**src/rtl/simd_rf_pkg.sv**
```systemverilog
// simd_rf_pkg: shared constants and lane-mask helper for the SIMD FP register file write path
package simd_rf_pkg;

    localparam int simd_rf_lanes_gp = 4;
    localparam int simd_rf_rows_gp  = 8;

    // simd writes the whole row; a scalar write enables only its own lane
    function automatic logic [simd_rf_lanes_gp-1:0] lane_mask(input logic [1:0] lane, input logic simd);
        return simd ? '1 : 4'b0001 << lane;
    endfunction

endpackage

```
**src/rtl/simd_rf_wreq_fifo.sv**
```systemverilog
// simd_rf_wreq_fifo: two-pointer circular buffer of write requests
//   clk_i, reset_i : clock, asynchronous active-high reset
//   enq_i, data_i  : push (caller guarantees not full)
//   deq_i, data_o  : pop (caller guarantees not empty), head element
//   full_o, empty_o, count_o : occupancy
module simd_rf_wreq_fifo #(
    parameter type elem_t = logic,
    parameter int  els_p  = 2
) (
    input  logic                         clk_i,
    input  logic                         reset_i,
    input  logic                         enq_i,
    input  elem_t                        data_i,
    input  logic                         deq_i,
    output elem_t                        data_o,
    output logic                         full_o,
    output logic                         empty_o,
    output logic [$clog2(els_p+1)-1:0]   count_o
);

    localparam int cnt_w = $clog2(els_p + 1);
    localparam int ptr_w = $clog2(els_p);
    localparam logic [ptr_w-1:0] last = ptr_w'(els_p - 1);

    elem_t mem [els_p];
    logic [ptr_w-1:0] wp, rp;

    always_ff @(posedge clk_i or posedge reset_i) begin
        if (reset_i) begin
            wp      <= '0;
            rp      <= '0;
            count_o <= '0;
        end else begin
            if (enq_i) wp <= (wp == last) ? '0 : wp + 1'b1;
            if (deq_i) rp <= (rp == last) ? '0 : rp + 1'b1;
            count_o <= count_o + cnt_w'(enq_i) - cnt_w'(deq_i);
        end
    end

    always_ff @(posedge clk_i) begin
        if (enq_i) mem[wp] <= data_i;
    end

    assign data_o  = mem[rp];
    assign full_o  = count_o == cnt_w'(els_p);
    assign empty_o = count_o == '0;

endmodule

```
**src/rtl/simd_rf_write_arbiter.sv**
```systemverilog
// simd_rf_write_arbiter: shares the regfile row write port between pipeline writeback and buffered load returns
//   clk_i, reset_i                      : clock, asynchronous active-high reset
//   wb_v_i/wb_ready_o, wb_addr_i,
//   wb_simd_i, wb_data_i                : source 0, granted in the cycle it is accepted
//   ld_v_i/ld_ready_o, ld_addr_i,
//   ld_simd_i, ld_data_i                : source 1, always enqueued before being written
//   w_v_o, w_addr_o, w_data_o           : registered regfile write (lane enables, row address, lane data)
//   ld_pending_o                        : a source-1 write is buffered or sitting in the output register
module simd_rf_write_arbiter
    import simd_rf_pkg::*;
#(
    parameter int width_p        = 32,
    parameter int els_p          = 32,
    parameter int fifo_els_p     = 2,
    parameter int starve_limit_p = 4
) (
    input  logic                          clk_i,
    input  logic                          reset_i,
    input  logic                          wb_v_i,
    output logic                          wb_ready_o,
    input  logic [4:0]                    wb_addr_i,
    input  logic                          wb_simd_i,
    input  logic [4*width_p-1:0]          wb_data_i,
    input  logic                          ld_v_i,
    output logic                          ld_ready_o,
    input  logic [4:0]                    ld_addr_i,
    input  logic                          ld_simd_i,
    input  logic [4*width_p-1:0]          ld_data_i,
    output logic [simd_rf_lanes_gp-1:0]   w_v_o,
    output logic [4:0]                    w_addr_o,
    output logic [4*width_p-1:0]          w_data_o,
    output logic                          ld_pending_o
);

    if (els_p != simd_rf_lanes_gp * simd_rf_rows_gp) begin : g_els_chk
        $error("els_p must be 32");
    end
    if (fifo_els_p < 2) begin : g_fifo_chk
        $error("fifo_els_p must be at least 2");
    end
    if (starve_limit_p < 1) begin : g_starve_chk
        $error("starve_limit_p must be at least 1");
    end

    typedef struct packed {
        logic [4:0]                                 addr;
        logic                                       simd;
        logic [simd_rf_lanes_gp-1:0][width_p-1:0]   data;
    } simd_rf_wreq_s;

    localparam int cnt_w = $clog2(fifo_els_p + 1);
    localparam int stv_w = $clog2(starve_limit_p + 1);
    localparam logic [stv_w-1:0] stv_lim = stv_w'(starve_limit_p);

    simd_rf_wreq_s ld_req, head;
    logic full, empty, hv, enq, deq, wb_fire, merge, starve_r;
    logic [cnt_w-1:0] fifo_cnt, fifo_cnt_n;
    logic [stv_w-1:0] stv_cnt, stv_cnt_n;
    logic [simd_rf_lanes_gp-1:0] wb_mask, hd_mask, v_n;
    logic [4:0] addr_n;
    logic [simd_rf_lanes_gp-1:0][width_p-1:0] wb_lanes, data_n;

    assign ld_req     = {ld_addr_i, ld_simd_i, ld_data_i};
    assign wb_lanes   = wb_data_i;
    assign ld_ready_o = ~full;
    assign wb_ready_o = ~starve_r;
    assign enq        = ld_v_i & ~full;
    assign hv         = ~empty;

    simd_rf_wreq_fifo #(
        .elem_t (simd_rf_wreq_s),
        .els_p  (fifo_els_p)
    ) fifo (
        .clk_i   (clk_i),
        .reset_i (reset_i),
        .enq_i   (enq),
        .data_i  (ld_req),
        .deq_i   (deq),
        .data_o  (head),
        .full_o  (full),
        .empty_o (empty),
        .count_o (fifo_cnt)
    );

    always_comb begin
        wb_fire = wb_v_i & ~starve_r;
        wb_mask = wb_fire ? lane_mask(wb_addr_i[1:0], wb_simd_i) : '0;
        hd_mask = hv ? lane_mask(head.addr[1:0], head.simd) : '0;
        // head rides along with an accepted wb only on the same row with no shared lane
        merge = wb_fire & hv & (wb_addr_i[4:2] == head.addr[4:2]) & ~|(wb_mask & hd_mask);
        deq = hv & (~wb_fire | merge);
        v_n = wb_mask | (deq ? hd_mask : '0);
        addr_n = {wb_fire ? wb_addr_i[4:2] : head.addr[4:2], 2'b00};
        for (int l = 0; l < simd_rf_lanes_gp; l++)
            data_n[l] = (deq & hd_mask[l]) ? head.data[l] : wb_lanes[l];
        stv_cnt_n = (~hv | deq) ? '0 : (stv_cnt == stv_lim) ? stv_cnt : stv_cnt + 1'b1;
        fifo_cnt_n = fifo_cnt + cnt_w'(enq) - cnt_w'(deq);
    end

    always_ff @(posedge clk_i or posedge reset_i) begin
        if (reset_i) begin
            w_v_o        <= '0;
            w_addr_o     <= '0;
            w_data_o     <= '0;
            stv_cnt      <= '0;
            starve_r     <= 1'b0;
            ld_pending_o <= 1'b0;
        end else begin
            w_v_o        <= v_n;
            w_addr_o     <= addr_n;
            w_data_o     <= data_n;
            stv_cnt      <= stv_cnt_n;
            // block source 0 for the cycle after the head has waited its limit
            starve_r     <= stv_cnt_n == stv_lim;
            ld_pending_o <= (fifo_cnt_n != '0) | deq;
        end
    end

endmodule

```
**config.mk**
```make
export PLATFORM = sky130hd
export DESIGN_NAME = simd_rf_write_arbiter
export DESIGN_NICKNAME = d
export VERILOG_FILES = /design/src/rtl/simd_rf_pkg.sv /design/src/rtl/simd_rf_wreq_fifo.sv /design/src/rtl/simd_rf_write_arbiter.sv
export SDC_FILE = /design/constraint.sdc
export NUM_CORES = 1
export LEC_CHECK = 0
export CAP_MARGIN = 30
export CORE_ASPECT_RATIO = 0.7
export CORE_MARGIN = 5
export CORE_UTILIZATION = 30
export DETAILED_ROUTE_END_ITERATION = 8
export PLACE_DENSITY = 0.6
export SYNTH_ARGS = -nofsm -noshare
export SYNTH_HDL_FRONTEND = slang
export SYNTH_SLANG_ARGS = --single-unit
export TNS_END_PERCENT = 20
```
**constraint.sdc**
```tcl
create_clock -name clk_i -period 8.3 [get_ports clk_i]
set_input_delay 1.66 -clock clk_i [delete_from_list [all_inputs] [get_ports clk_i]]
set_output_delay 1.66 -clock clk_i [all_outputs]
set_load 0.01 [all_outputs]
```
==> results.tsv <==
stage	metric	value	unit
power	seqPwrFrac	42.1	%
clock_network	post_cts_buffers	0	
worst_setup_path	crit_buf_inv	3	
die	chipWidth	280	um
detailed_routing	wl_per_cell	19.4	um
worst_setup_path	cp_cell_sequence	buf_4, nor2b_1, a221oi_1, a2111o_1, o32ai_4, buf_4, and2_1, buf_16, a21oi_1	
clock_network	numCtsBuffers	43	
finish	final_common_cell	clkdlybuf4s50_1	
worst_setup_path	required	8.69	ns
power	leakage	7.92	nW
synthesis	synth_seq_area_share	76.3	%
min_path	hp-class	reg2reg	
placed_design	dp_hpwl	27.2	mm
timing	finClkSkew	0.0170	ns
detailed_routing	postRouteAntennaNets	0	
clock_network	cts_hold_buf	0	
run	cap_viol_max_count	0	
placed_design	place_area	0.0201	sq mm
power	internal_power	5.11	mW
worst_setup_path	start_kind	flip-flop	
finish	most-common-layout-cells	clkdlybuf4s50_1, edfxtp_1, a21oi_1	
clock_network	cts-resized-gates	0	
clock_network	cts-root-buf	clkbuf_16	
finish	multiInputGateArea	0.00327	sq mm
detailed_routing	dr_wl_met3	3.01	mm
power	swShare	30.1	%
finish	instances_no_fill	2042	
power	p_total	7.31	mW
detailed_routing	drt_pass1_iterations	5	
finish	fin_nets	1608	
die	fp.coreArea	0.0506	sq mm
timing	drv_slew	0	
die	pin_count	412	
synthesis	synth-edff-count	268	
timing	relSlewSlack	42.6	%
clock_network	clk_pin_slew_worst_paths	0.07	ns
timing	timing.final.crit_share	59.3	%
detailed_routing	wl_met2	18.8	mm
detailed_routing	top_layer	met5	
clock_network	clk-insertion-delay-late	0.53	ns
die	initial_core_util	30.2	%
worst_setup_path	end_kind	flip-flop	
clock_network	cts_tree	built	
detailed_routing	routed_wl	39.7	mm
die	die_area	0.0556	sq mm
power	p_switching	2.20	mW
worst_setup_path	critPathTopFamily	buffers and inverters	
clock_network	clock-sinks	412	
global_routing	grt_antenna_before_repair	3	
global_routing	grt_use_total	13.6	%
synthesis	ys.flop_type	edfxtp_1	
synthesis	synthesis.instances	911	
synthesis	ys_types	44	
finish	area_growth	40.7	%
worst_setup_path	worstPathArrival	5.31	ns
clock_network	htree_levels	2	
finish	postLayoutCoreUtil	42.5	%
synthesis	ys_warn_count	0	
synthesis	synth_seq_cells	412	
detailed_routing	via_count	9254	
timing	finalHoldViolCount	0	
power	p_comb_share	31.9	%
global_routing	grt_pass1_vias	9941	
worst_setup_path	max_stage_delay	0.96	ns
detailed_routing	wl_met1	17.1	mm
timing	post-route-min-period	4.92	ns
detailed_routing	viasPerCell	4.53	
timing	setup_viol	0	
global_routing	grt_overflow_total	0	
clock_network	cts_buffer_depth	3	
placed_design	placedCellCount	1960	
detailed_routing	drtIter0Drc	504	
run_status	status	finished clean	
power	power_density	340	mW/mm^2
synthesis	syn_area_per_cell	16.8	sq um
placed_design	place_congestion	0.774	
global_routing	grt_pass1_wl	58.8	mm
die	die_h	199	um
finish	seqCellArea	0.0117	sq mm
power	vdd_drop_max	0.197	mV
finish	drive_gt1_share	11.6	%
power	p_clk_share	26.0	%
timing	finalSetupTns	0	ns
worst_setup_path	path_class	reg2reg	
synthesis	syn_area	0.0153	sq mm
synthesis	async_reset_ff_share	35.0	%
placed_design	io_buffers	409	
finish	n_fill_cell	4593	
worst_setup_path	cp_max_fo	53	
worst_setup_path	cp_slowest_cell	dfrtp_4	
finish	fin_area	0.0215	sq mm
timing	max_freq	0.203	GHz
timing	tightestPinTransition	0.860	ns
die	rows	69	
detailed_routing	route.detailed.drc	0	
timing	rsz0062_at_grt	false	
worst_setup_path	crit_path_frequent_cell	buf_4	
global_routing	grt_max_degree	91	
[per-layer routing]
metal  vias to the layer above  track usage, %
met1                      4629            17.8
met3                        53            4.40
met4                         4            2.73
met5                         -               0
met2                       288            22.5
li1                       4280               -
[cells by family after synthesis]
family,synth area share [%]
mux,11.4
compound gates,7.54
other cells,0.0246
xor+xnor,0.459
simple gates,1.42
buf+inv,2.58
fa+ha+maj,0.328
flops,76.3
[synth_stat cells (3+ instances only)]
| cell type | number | area, sq um |
|---|---|---|
| inv_1 | 9 | 33.8 |
| edfxtp_1 | 268 | 8050 |
| o21ai_0 | 3 | 15.0 |
| nor2_1 | 11 | 41.3 |
| a21oi_1 | 198 | 991 |
| and2_1 | 3 | 18.8 |
| clkbuf_1 | 21 | 78.8 |
| nand2b_1 | 5 | 31.3 |
| mux2i_1 | 99 | 991 |
| ha_1 | 4 | 50.1 |
| buf_4 | 11 | 82.6 |
| or2_2 | 4 | 25.0 |
| xnor2_1 | 6 | 52.6 |
| buf_2 | 4 | 20.0 |
| mux2_2 | 65 | 732 |
| nand2_1 | 9 | 33.8 |
| buf_6 | 15 | 169 |
| dfrtp_1 | 144 | 3600 |
[sequential cells by signal, indices dropped and copies added, names as in the netlist]
signal / flops
fifo.mem: 268
w_data_o: 128
w_v_o: 4
stv_cnt: 3
w_addr_o: 3
fifo.count_o: 2
fifo.rp: 1
fifo.wp: 1
ld_pending_o: 1
starve_r: 1
[cell type report]
cell class                 count  area share, %
sequential                   412           54.2
timing repair buffer         428           19.9
multi-input combinational    438           15.2
clock buffer                  72           6.08
tap                          674           3.92
clock inverter                 7          0.460
inverter                       9          0.180
antenna                        2         0.0233
[worst paths after layout]
| check | from | endpoint | slack (ns) | cells past startpoint |
|---|---|---|---|---|
| setup / recovery | fifo.rp | w_data_o[62] | 3.38 | 9 |
| hold / removal | fifo.count_o[1] | fifo.count_o[1] | 0.52 | 1 |
| setup reg to reg | fifo.rp | w_data_o[62] | 3.38 | 9 |
| hold reg to reg | fifo.count_o[1] | fifo.count_o[1] | 0.52 | 1 |
| max in group asynchronous | reset_i | w_data_o[115] | 5.42 | 4 |
| min in group asynchronous | reset_i | w_data_o[14] | 1.39 | 2 |
[metrics by stage]
stage	setup slack (ns)	hold slack, ns
3_3_place_gp	2.98	0.506
4_1_cts	3.32	0.529
5_1_grt	3.07	0.548
3_5_place_dp	3.20	0.514
2_1_floorplan	0.354	0.460
6_report	3.38	0.522
[power groups by stage]
| stage | Sequential, mW | Clock, mW | Combinational (mW) |
|---|---|---|---|
| 2_1_floorplan | 3.23 | 0 | 1.18 |
| 6_report | 3.08 | 1.90 | 2.33 |
| 5_1_grt | 3.14 | 2.05 | 2.52 |
| 4_1_cts | 3.09 | 1.97 | 2.38 |
| 3_3_place_gp | 3.12 | 0 | 2.33 |
| 3_5_place_dp | 3.12 | 0 | 2.38 |
Note: power is estimated with default switching activity, not from simulation.
